===== src/rtl/calc_pkg.sv =====
// Shared key codes, opcode and controller state types for calc_op_engine.
package calc_pkg;

  localparam logic [3:0] KEY_LOAD_A = 4'd0;
  localparam logic [3:0] KEY_LOAD_B = 4'd1;
  localparam logic [3:0] KEY_ADD    = 4'd2;
  localparam logic [3:0] KEY_SUB    = 4'd3;
  localparam logic [3:0] KEY_MUL    = 4'd4;
  localparam logic [3:0] KEY_DIV    = 4'd5;
  localparam logic [3:0] KEY_EXEC   = 4'd6;
  localparam logic [3:0] KEY_MOD    = 4'd7;
  localparam logic [3:0] KEY_CLEAR  = 4'd8;

  typedef enum logic [2:0] {
    OP_ADD,
    OP_SUB,
    OP_MUL,
    OP_DIV,
    OP_MOD
  } op_e;

  typedef enum logic [1:0] {
    ST_IDLE,
    ST_EXEC,
    ST_DIV
  } state_e;

  function automatic logic is_div_op(input op_e op);
    return (op == OP_DIV) || (op == OP_MOD);
  endfunction

endpackage


===== src/rtl/calc_seq_divider.sv =====
// Unsigned restoring divider: one quotient bit per cycle, DATA_W cycles after start.
module calc_seq_divider #(
  parameter int unsigned DATA_W = 8
) (
  input  logic              clk,
  input  logic              rst_n,
  input  logic              start_i,
  input  logic              abort_i,
  input  logic [DATA_W-1:0] dividend_i,
  input  logic [DATA_W-1:0] divisor_i,
  output logic              done_o,
  output logic [DATA_W-1:0] quotient_o,
  output logic [DATA_W-1:0] remainder_o
);

  localparam int unsigned CNT_W = $clog2(DATA_W + 1);

  logic [DATA_W-1:0] rem_q, rem_d;
  logic [DATA_W-1:0] quo_q, quo_d;
  logic [DATA_W-1:0] dvs_q, dvs_d;
  logic [CNT_W-1:0]  cnt_q, cnt_d;
  logic              run_q, run_d;
  logic              done_q, done_d;
  logic [DATA_W:0]   shifted;
  logic [DATA_W:0]   trial;

  always_comb begin
    rem_d   = rem_q;
    quo_d   = quo_q;
    dvs_d   = dvs_q;
    cnt_d   = cnt_q;
    run_d   = run_q;
    done_d  = 1'b0;
    shifted = {rem_q, quo_q[DATA_W-1]};
    trial   = shifted - {1'b0, dvs_q};
    if (abort_i) begin
      run_d = 1'b0;
    end else if (start_i) begin
      rem_d = '0;
      quo_d = dividend_i;
      dvs_d = divisor_i;
      cnt_d = '0;
      run_d = 1'b1;
    end else if (run_q) begin
      // A borrow out of the trial subtraction means the divisor did not fit.
      rem_d = trial[DATA_W] ? shifted[DATA_W-1:0] : trial[DATA_W-1:0];
      quo_d = {quo_q[DATA_W-2:0], ~trial[DATA_W]};
      cnt_d = cnt_q + 1'b1;
      if (cnt_q == CNT_W'(DATA_W - 1)) begin
        run_d  = 1'b0;
        done_d = 1'b1;
      end
    end
  end

  always_ff @(posedge clk or negedge rst_n) begin
    if (!rst_n) begin
      rem_q  <= '0;
      quo_q  <= '0;
      dvs_q  <= '0;
      cnt_q  <= '0;
      run_q  <= 1'b0;
      done_q <= 1'b0;
    end else begin
      rem_q  <= rem_d;
      quo_q  <= quo_d;
      dvs_q  <= dvs_d;
      cnt_q  <= cnt_d;
      run_q  <= run_d;
      done_q <= done_d;
    end
  end

  assign done_o      = done_q;
  assign quotient_o  = quo_q;
  assign remainder_o = rem_q;

endmodule


===== src/rtl/calc_op_engine.sv =====
// Calculator operation controller: key-driven operand/opcode latching, single-cycle
// add/sub/mul, sequential divide. Define CALC_MOD_EN to enable the MOD key (7).
module calc_op_engine
  import calc_pkg::*;
#(
  parameter int unsigned DATA_W = 8,
  parameter int unsigned RES_W  = 2 * DATA_W,
  parameter int unsigned SIGNED = 0
) (
  input  logic              clk,
  input  logic              rst_n,
  input  logic [3:0]        key,
  input  logic              key_valid,
  input  logic [DATA_W-1:0] data_in,
  output logic [RES_W-1:0]  result,
  output logic              result_valid,
  output logic              busy,
  output logic              overflow,
  output logic              div_error
);

  localparam bit IS_SIGNED = (SIGNED != 0);

  state_e            state_q, state_d;
  op_e               op_q, op_d;
  logic [DATA_W-1:0] opa_q, opa_d;
  logic [DATA_W-1:0] opb_q, opb_d;
  logic [RES_W-1:0]  res_q, res_d;
  logic              ovf_q, ovf_d;
  logic              dive_q, dive_d;
  logic              valid_q, valid_d;

  logic              div_start, div_abort, div_done;
  logic [DATA_W-1:0] div_quo, div_rem;

  logic              a_neg, b_neg;
  logic [DATA_W-1:0] a_mag, b_mag;
  logic [RES_W-1:0]  a_ext, b_ext;
  logic [RES_W-1:0]  alu_res, div_res, quo_u;

  assign a_neg = IS_SIGNED && opa_q[DATA_W-1];
  assign b_neg = IS_SIGNED && opb_q[DATA_W-1];
  assign a_ext = {{(RES_W-DATA_W){a_neg}}, opa_q};
  assign b_ext = {{(RES_W-DATA_W){b_neg}}, opb_q};
  assign a_mag = a_neg ? -opa_q : opa_q;
  assign b_mag = b_neg ? -opb_q : opb_q;
  assign quo_u = {{(RES_W-DATA_W){1'b0}}, div_quo};

  // Both operands are extended to RES_W, so the low RES_W bits of the product are exact.
  always_comb begin
    alu_res = a_ext + b_ext;
    case (op_q)
      OP_SUB:  alu_res = a_ext - b_ext;
      OP_MUL:  alu_res = a_ext * b_ext;
      default: ;
    endcase
  end

`ifdef CALC_MOD_EN
  logic [RES_W-1:0] rem_u;
  assign rem_u = {{(RES_W-DATA_W){1'b0}}, div_rem};

  always_comb begin
    if (op_q == OP_MOD) begin
      div_res = a_neg ? -rem_u : rem_u;
    end else begin
      div_res = (a_neg ^ b_neg) ? -quo_u : quo_u;
    end
  end
`else
  logic unused_rem;
  assign unused_rem = ^div_rem;
  assign div_res    = (a_neg ^ b_neg) ? -quo_u : quo_u;
`endif

  // True results always fit in RES_W, so range is judged from the stored bits.
  function automatic logic ovf_of(input logic [RES_W-1:0] v);
    if (IS_SIGNED) begin
      return !((&v[RES_W-1:DATA_W-1]) || !(|v[RES_W-1:DATA_W-1]));
    end
    return |v[RES_W-1:DATA_W];
  endfunction

  always_comb begin
    state_d   = state_q;
    op_d      = op_q;
    opa_d     = opa_q;
    opb_d     = opb_q;
    res_d     = res_q;
    ovf_d     = ovf_q;
    dive_d    = dive_q;
    valid_d   = 1'b0;
    div_start = 1'b0;
    div_abort = 1'b0;
    if (key_valid && key == KEY_CLEAR) begin
      state_d   = ST_IDLE;
      op_d      = OP_ADD;
      opa_d     = '0;
      opb_d     = '0;
      res_d     = '0;
      ovf_d     = 1'b0;
      dive_d    = 1'b0;
      div_abort = 1'b1;
    end else begin
      case (state_q)
        ST_IDLE: begin
          if (key_valid) begin
            case (key)
              KEY_LOAD_A: opa_d = data_in;
              KEY_LOAD_B: opb_d = data_in;
              KEY_ADD:    op_d  = OP_ADD;
              KEY_SUB:    op_d  = OP_SUB;
              KEY_MUL:    op_d  = OP_MUL;
              KEY_DIV:    op_d  = OP_DIV;
`ifdef CALC_MOD_EN
              KEY_MOD:    op_d  = OP_MOD;
`endif
              KEY_EXEC: begin
                if (is_div_op(op_q) && opb_q != '0) begin
                  state_d   = ST_DIV;
                  div_start = 1'b1;
                end else begin
                  state_d = ST_EXEC;
                end
              end
              default: ;
            endcase
          end
        end
        ST_EXEC: begin
          state_d = ST_IDLE;
          valid_d = 1'b1;
          if (is_div_op(op_q)) begin
            res_d  = '0;
            ovf_d  = 1'b0;
            dive_d = 1'b1;
          end else begin
            res_d  = alu_res;
            ovf_d  = ovf_of(alu_res);
            dive_d = 1'b0;
          end
        end
        ST_DIV: begin
          if (div_done) begin
            state_d = ST_IDLE;
            valid_d = 1'b1;
            res_d   = div_res;
            ovf_d   = ovf_of(div_res);
            dive_d  = 1'b0;
          end
        end
        default: state_d = ST_IDLE;
      endcase
    end
  end

  always_ff @(posedge clk or negedge rst_n) begin
    if (!rst_n) begin
      state_q <= ST_IDLE;
      op_q    <= OP_ADD;
      opa_q   <= '0;
      opb_q   <= '0;
      res_q   <= '0;
      ovf_q   <= 1'b0;
      dive_q  <= 1'b0;
      valid_q <= 1'b0;
    end else begin
      state_q <= state_d;
      op_q    <= op_d;
      opa_q   <= opa_d;
      opb_q   <= opb_d;
      res_q   <= res_d;
      ovf_q   <= ovf_d;
      dive_q  <= dive_d;
      valid_q <= valid_d;
    end
  end

  calc_seq_divider #(
    .DATA_W(DATA_W)
  ) u_div (
    .clk        (clk),
    .rst_n      (rst_n),
    .start_i    (div_start),
    .abort_i    (div_abort),
    .dividend_i (a_mag),
    .divisor_i  (b_mag),
    .done_o     (div_done),
    .quotient_o (div_quo),
    .remainder_o(div_rem)
  );

  assign result       = res_q;
  assign result_valid = valid_q;
  assign busy         = (state_q != ST_IDLE);
  assign overflow     = ovf_q;
  assign div_error    = dive_q;

endmodule


===== config.mk =====
export PLATFORM = sky130hd
export DESIGN_NAME = calc_op_engine
export DESIGN_NICKNAME = d
export VERILOG_FILES = /design/src/rtl/calc_pkg.sv /design/src/rtl/calc_seq_divider.sv /design/src/rtl/calc_op_engine.sv
export SDC_FILE = /design/constraint.sdc
export NUM_CORES = 1
export LEC_CHECK = 0
export CAP_MARGIN = 0
export CORE_ASPECT_RATIO = 1.1
export CORE_UTILIZATION = 67
export CTS_BUF_LIST = sky130_fd_sc_hd__clkbuf_2 sky130_fd_sc_hd__clkbuf_4 sky130_fd_sc_hd__clkbuf_8
export CTS_CLUSTER_SIZE = 24
export DETAILED_ROUTE_END_ITERATION = 8
export GPL_TIMING_DRIVEN = 0
export PLACE_DENSITY = 0.85
export SYNTH_ARGS = -nofsm -noshare
export SYNTH_HDL_FRONTEND = slang
export SYNTH_SLANG_ARGS = --single-unit

===== constraint.sdc =====
create_clock -name clk -period 14.7 [get_ports clk]
set_clock_uncertainty 0.1 [all_clocks]
set_input_delay 2.205 -clock clk [delete_from_list [all_inputs] [get_ports clk]]
set_output_delay 2.205 -clock clk [all_outputs]
set_load 0.005 [all_outputs]

---- Word level (Yosys, flattened, before mapping) ----
Cells that the tools add are included.
word-level totals
  register bits after elaboration ......... 70
  output and inout port bits .............. 20
operators by class
  muxes and demuxes ....................... 54
  equal/unequal tests ..................... 17
  reduce and logical (&&, ||, !) cells .... 22
  $mul .................................... 1
  $add $sub $neg .......................... 4
  bitwise logic cells ..................... 2
operators with widths
  operator               count
  $mux W8                13
  $pmux W16 S2           2
  $mux W16               3
  $mux W1                21
  $eq A4 B3 Y1 const B   4
  $mul A8 B8 Y16         1
  $pmux W3 S4            1
  $reduce_and A3 Y1      4
  $reduce_bool A2 Y1     6
  $mux W2                5
  $add A8 B8 Y9          1
  $mux W3                3
  $sub A8 B8 Y9          1
  $sub A9 B8 Y9          1
  $eq A4 B2 Y1 const B   2
  $mux W4                2
  $reduce_bool A8 Y1     1
  $reduce_or A8 Y1       1
  $eq A3 B2 Y1 const B   2
  $ne A3 B2 Y1 const B   2
  $pmux W1 S2            3
  $reduce_and A2 Y1      3
  $reduce_bool A5 Y1     1
  $add A4 B1 Y4 const B  1
  other kinds (14)       16

---- Logic depth before layout (Yosys ltp) ----
  depth after elaboration ................. 10
  gate-level depth with buffers ........... 18

---- Modules after synthesis ----
A second synthesis with hierarchy kept.
unflattened totals
  cell total of the unflattened synthesis .. 777
  area total of the unflattened synthesis .. 6782.8 µm²
by module, submodules not included
  module            times used  sequential area each (µm²)  cells an instance  area an instance (µm²)
  calc_op_engine    1           975.9                       572                4916.0
  calc_seq_divider  1           750.7                       205                1866.8

---- Worst setup path after synthesis ----
No wires, ideal clock.
  kind .................................... register to register
  from .................................... register opb_q[7] (netlist: b_mag[7])
  to ...................................... register ovf_q (netlist: overflow)
  period minus slack after synthesis ...... 5.077 ns
  required time ........................... 14.463 ns
  arrival ................................. 4.840 ns
  setup slack ............................. 9.623 ns
  stages on the path, launching flop included .. 18
  path through ............................ dfrtp_1 clkbuf_1 nand2_1 fa_1 fa_1 inv_1 fa_1 inv_1 fa_1 inv_1 ha_1 a21o_1 a2111oi_4 a21oi_2 or3_1 a211o_1 a221oi_2 nand4_1
on the way
  cells in the longest elaborated chain, start to end .. 6
RTL lines
  what                                          line                   text
  start: declaration                            calc_op_engine.sv:27   logic [DATA_W-1:0] opb_q, opb_d;
  start signal: assignment                      calc_op_engine.sv:171  opb_q <= opb_d;
  $mul A8 B8 Y16, or another cell as far along  calc_op_engine.sv:54   OP_MUL: alu_res = a_ext * b_ext;
  $pmux W16 S2 *                                calc_op_engine.sv:52   case (op_q)
  $reduce_or A8 Y1 *                            calc_op_engine.sv:81   return |v[RES_W-1:DATA_W];
  $mux W1 *                                     calc_op_engine.sv:133  if (is_div_op(op_q)) begin
  $pmux W1 S2 *                                 calc_op_engine.sv:105  case (state_q)
  $mux W1 *                                     calc_op_engine.sv:95   if (key_valid && key == KEY_CLEAR) begin
  end signal: assignment                        calc_op_engine.sv:173  ovf_q <= ovf_d;
  end: declaration                              calc_op_engine.sv:29   logic ovf_q, ovf_d;
Every way passes the cells marked *; elsewhere a longest branch is shown, timed or not.
A chain may end at the register's enable or synchronous reset.

---- Worst setup path after layout ----
Ends and elaborated chain as after synthesis.

==> flow_summary.json <==
{
  "syn_area_per_cell_um2": 8.93,
  "synth_nets": 836,
  "netlist.area_leader.share_pct": 27.0,
  "clk_path_buf_depth": 2,
  "total_power_mw": 1.32,
  "clock.fmax_ghz": 0.178,
  "syn_to_final_growth_pct": 10.7,
  "ios": 35,
  "ys_async_sr_fraction_pct": 100,
  "seq_power_share_pct": 25.8,
  "multi_input_area_um2": 4240,
  "rsz0062_at_grt": "no",
  "synth-edff-count": 0,
  "cts-resized-gates": 0,
  "use_met1_pct": 42.4,
  "cts_made_buffers": 9,
  "drt_first_iter_violations": 379,
  "crit_end": "overflow$_DFFE_PN0P_",
  "combPwrFrac_pct": 61.6,
  "run_status": "finished, final reports clean",
  "grt_start_max_net_pins": 70,
  "hold_violations": 0,
  "n_antenna_cell": 0,
  "grt_pass1_wl_um": 26600,
  "grt_antenna_before_repair": 0,
  "start_kind": "flop",
  "postCtsSetupRepairBufs": 0,
  "vdd_drop_max_uv": 104,
  "layout_min_cycle_time_ns": 5.61,
  "ff2ff_setup_slack_ns": 9.09,
  "synth.largest_area_cell": "dfrtp_1",
  "p_leak_nw": 3.51,
  "grtUsageMet2_pct": 59.0,
  "cts_max_level": 3,
  "hold_buffers": 0,
  "worstPathRequired_ns": 14.83,
  "fin_crit_sh_pct": 38.2,
  "crit_arrival_ns": 5.74,
  "crit_path_start": "b_mag[7]$_DFFE_PN0P_",
  "p_clk_share_pct": 12.5,
  "internal_power_uw": 698,
  "synth_warnings": 0,
  "coreArea_um2": 9310,
  "grt_util_all_layers_pct": 35.0,
  "synthTopCellsByCount": "inv_1 (85), dfrtp_1 (69), ha_1 (67)",
  "ant_nets": 0,
  "seq_area_um2": 1730,
  "busiest_layer": "met2",
  "fillers": 693,
  "routabilityCongestion": 0.923,
  "viasPerCell": 6.16,
  "hold_path_class": "flop to flop",
  "critPathCaptureType": "flop",
  "path_class": "flop to flop",
  "start_util_pct": 68.6,
  "p_switching_uw": 624,
  "die_h_um": 104,
  "ys_top_cells_by_area": "dfrtp_1 (27%), ha_1 (13%), fa_1 (12%), inv_1 (5.0%), and2_1 (4.4%)",
  "switching_share_pct": 47.2,
  "nNetsFinal": 880,
  "rr_endpoint": "overflow$_DFFE_PN0P_",
  "num_rows": 37,
  "maxSlewHeadroom_pct": 38.5,
  "max_cap_viol_count": 0,
  "tns_ns": 0,
  "drive_above_1_share_pct": 4.58,
  "wire_per_inst_um": 18.1,
  "use_met3_pct": 6.29,
  "dpl.hpwl_um": 12500,
  "synth_flop_cell": "dfrtp_1",
  "drc": 0,
  "port_buffers": 33,
  "ff2ff_path_depth": 17,
  "power_density_nw_per_um2": 187,
  "synth.distinct_cells": 60,
  "first_pass_iters": 5,
  "clkTransAtPathRegs_ns": 0.08,
  "finalSetupViolations": 0,
  "grt-ovfl-total": 0,
  "netlist_instances": 715,
  "clock_latency_ns": 0.36,
  "reg2reg_from": "b_mag[7]$_DFFE_PN0P_",
  "netlist_area_um2": 6390,
  "cts_sinks": 69,
  "num_vias": 5430,
  "grt_pass1_vias": 5599,
  "root_buffer": "clkbuf_8",
  "wirelength_um": 16000,
  "worst_slew_pin_slew_ns": 0.916,
  "worst-path-max-fanout": 10,
  "fp.dieW_um": 95.1,
  "ys_ff_latch": 69,
  "maxSlewViolCount": 0,
  "yosys.cell_count.top_type": "inv_1",
  "ys_seq_area_share_pct": 27.0,
  "die_area_um2": 9930,
  "cts_tree": "yes"
}
## cells in the final DEF (no fill, tap or decap), types with 3 or more instances in the layout
| cell | synthesis | layout |
|---|---|---|
| xor2_1 | 11 | 11 |
| a21o_1 | 10 | 10 |
| inv_1 | 85 | 85 |
| fa_1 | 39 | 39 |
| nand2b_1 | 7 | 7 |
| a31oi_1 | 4 | 4 |
| nor2b_1 | 7 | 7 |
| a221o_1 | 3 | 3 |
| a211oi_1 | 9 | 9 |
| clkdlybuf4s50_1 | 0 | 32 |
| o21a_1 | 4 | 4 |
| dfrtp_1 | 69 | 69 |
| nand4_1 | 4 | 4 |
| a221oi_1 | 5 | 5 |
| xnor2_1 | 8 | 8 |
| buf_2 | 5 | 5 |
| or4_1 | 3 | 3 |
| nand3_1 | 10 | 10 |
| clkbuf_1 | 19 | 19 |
| nor3_1 | 16 | 16 |
| o31ai_1 | 4 | 4 |
| mux2i_1 | 24 | 24 |
| clkbuf_8 | 0 | 11 |
| mux2_2 | 3 | 3 |
| nor2_1 | 59 | 59 |
| o21ai_0 | 42 | 42 |
| and3_1 | 5 | 5 |
| and2_1 | 45 | 45 |
| ha_1 | 67 | 67 |
| nand2_1 | 62 | 62 |
| a22o_1 | 12 | 12 |
| a21oi_1 | 30 | 30 |
| a22oi_1 | 5 | 5 |
| o211ai_1 | 6 | 6 |
## per-layer routing
layer / wire length (um) / up-vias / part of all wire, %
li1: - / 2543 / -
met1: 6540 / 2665 / 41
met2: 8090 / 170 / 51
met3: 723 / 52 / 4.5
met4: 631 / 0 / 3.9
met5: 0 / - / 0
## layout make-up
cell class,instances,area share (%)
timing repair buffer,33,4.64
clock buffer,11,2.14
tap,117,2.07
inverter,85,4.51
sequential,69,24.4
clock inverter,5,0.832
multi-input combinational,536,60.0
buffer,25,1.42
## critical path, cell delays in order (launching register included)
cell       delay (ns)
dfrtp_1          0.35
clkbuf_1         0.42
nand2_1          0.19
fa_1             0.54
fa_1             0.54
inv_1            0.06
fa_1             0.53
inv_1            0.06
fa_1             0.52
inv_1            0.04
ha_1             0.36
a21o_1           0.22
a2111oi_4        0.37
a21oi_2          0.12
or3_1            0.38
a211o_1          0.34
a221oi_2         0.23
nand4_1          0.10
## stage by stage
stage	worst slack (ns)	area, um^2	instances	util (%)	hold WS (ns)
after floorplan	9.62	6390	715	-	0.345
after global placement	9.12	6860	865	73.8	0.363
after detailed placement	9.10	6860	865	73.7	0.371
after CTS	9.09	7070	881	76.0	0.387
after global routing	8.81	7070	881	76.0	0.423
final	9.09	7070	881	76.0	0.387
## cell families (layout without fill, tap and decap cells)
family	count (synthesis)	in the layout	share of synthesized area, %
buffers and inverters	110	159	6.56
adders and majority gates	106	106	25.3
AOI/OAI and AO/OA	156	156	16.8
and+or+nand+nor	228	228	17.4
xor gates and xnor gates	19	19	2.61
muxes	27	27	4.29
DFF	69	69	27.0
## power by group through the flow
stage | clock [mW] | combinational, mW | sequential (mW)
after detailed placement | 0 | 0.806 | 0.343
final | 0.166 | 0.815 | 0.342
after CTS | 0.164 | 0.810 | 0.340
after global routing | 0.175 | 0.911 | 0.350
after floorplan | 0 | 0.594 | 0.313
after global placement | 0 | 0.769 | 0.339
## registers in the layout (all words and copies together), names as in the netlist, 2 cells and up
name and cells:
u_div.dvs_q 8, state_q 2, u_div.quotient_o 8, u_div.cnt_q 4
a_mag 8, result 16, op_q 2, u_div.remainder_o 8
b_mag 8
## how the worst min path moves through the flow
stage,start,to,depth (start not counted)
6_report,result[8]$_DFFE_PN0P_,result[8]$_DFFE_PN0P_,1
5_1_grt,result[15]$_DFFE_PN0P_,result[15]$_DFFE_PN0P_,2
4_1_cts,result[9]$_DFFE_PN0P_,result[9]$_DFFE_PN0P_,2
3_5_place_dp,result[9]$_DFFE_PN0P_,result[9]$_DFFE_PN0P_,2
3_3_place_gp,result[8]$_DFFE_PN0P_,result[8]$_DFFE_PN0P_,1
2_1_floorplan,u_div.cnt_q[3]$_DFFE_PN0P_,u_div.done_o$_DFF_PN0_,1
Power figures use the tool's default switching activity.
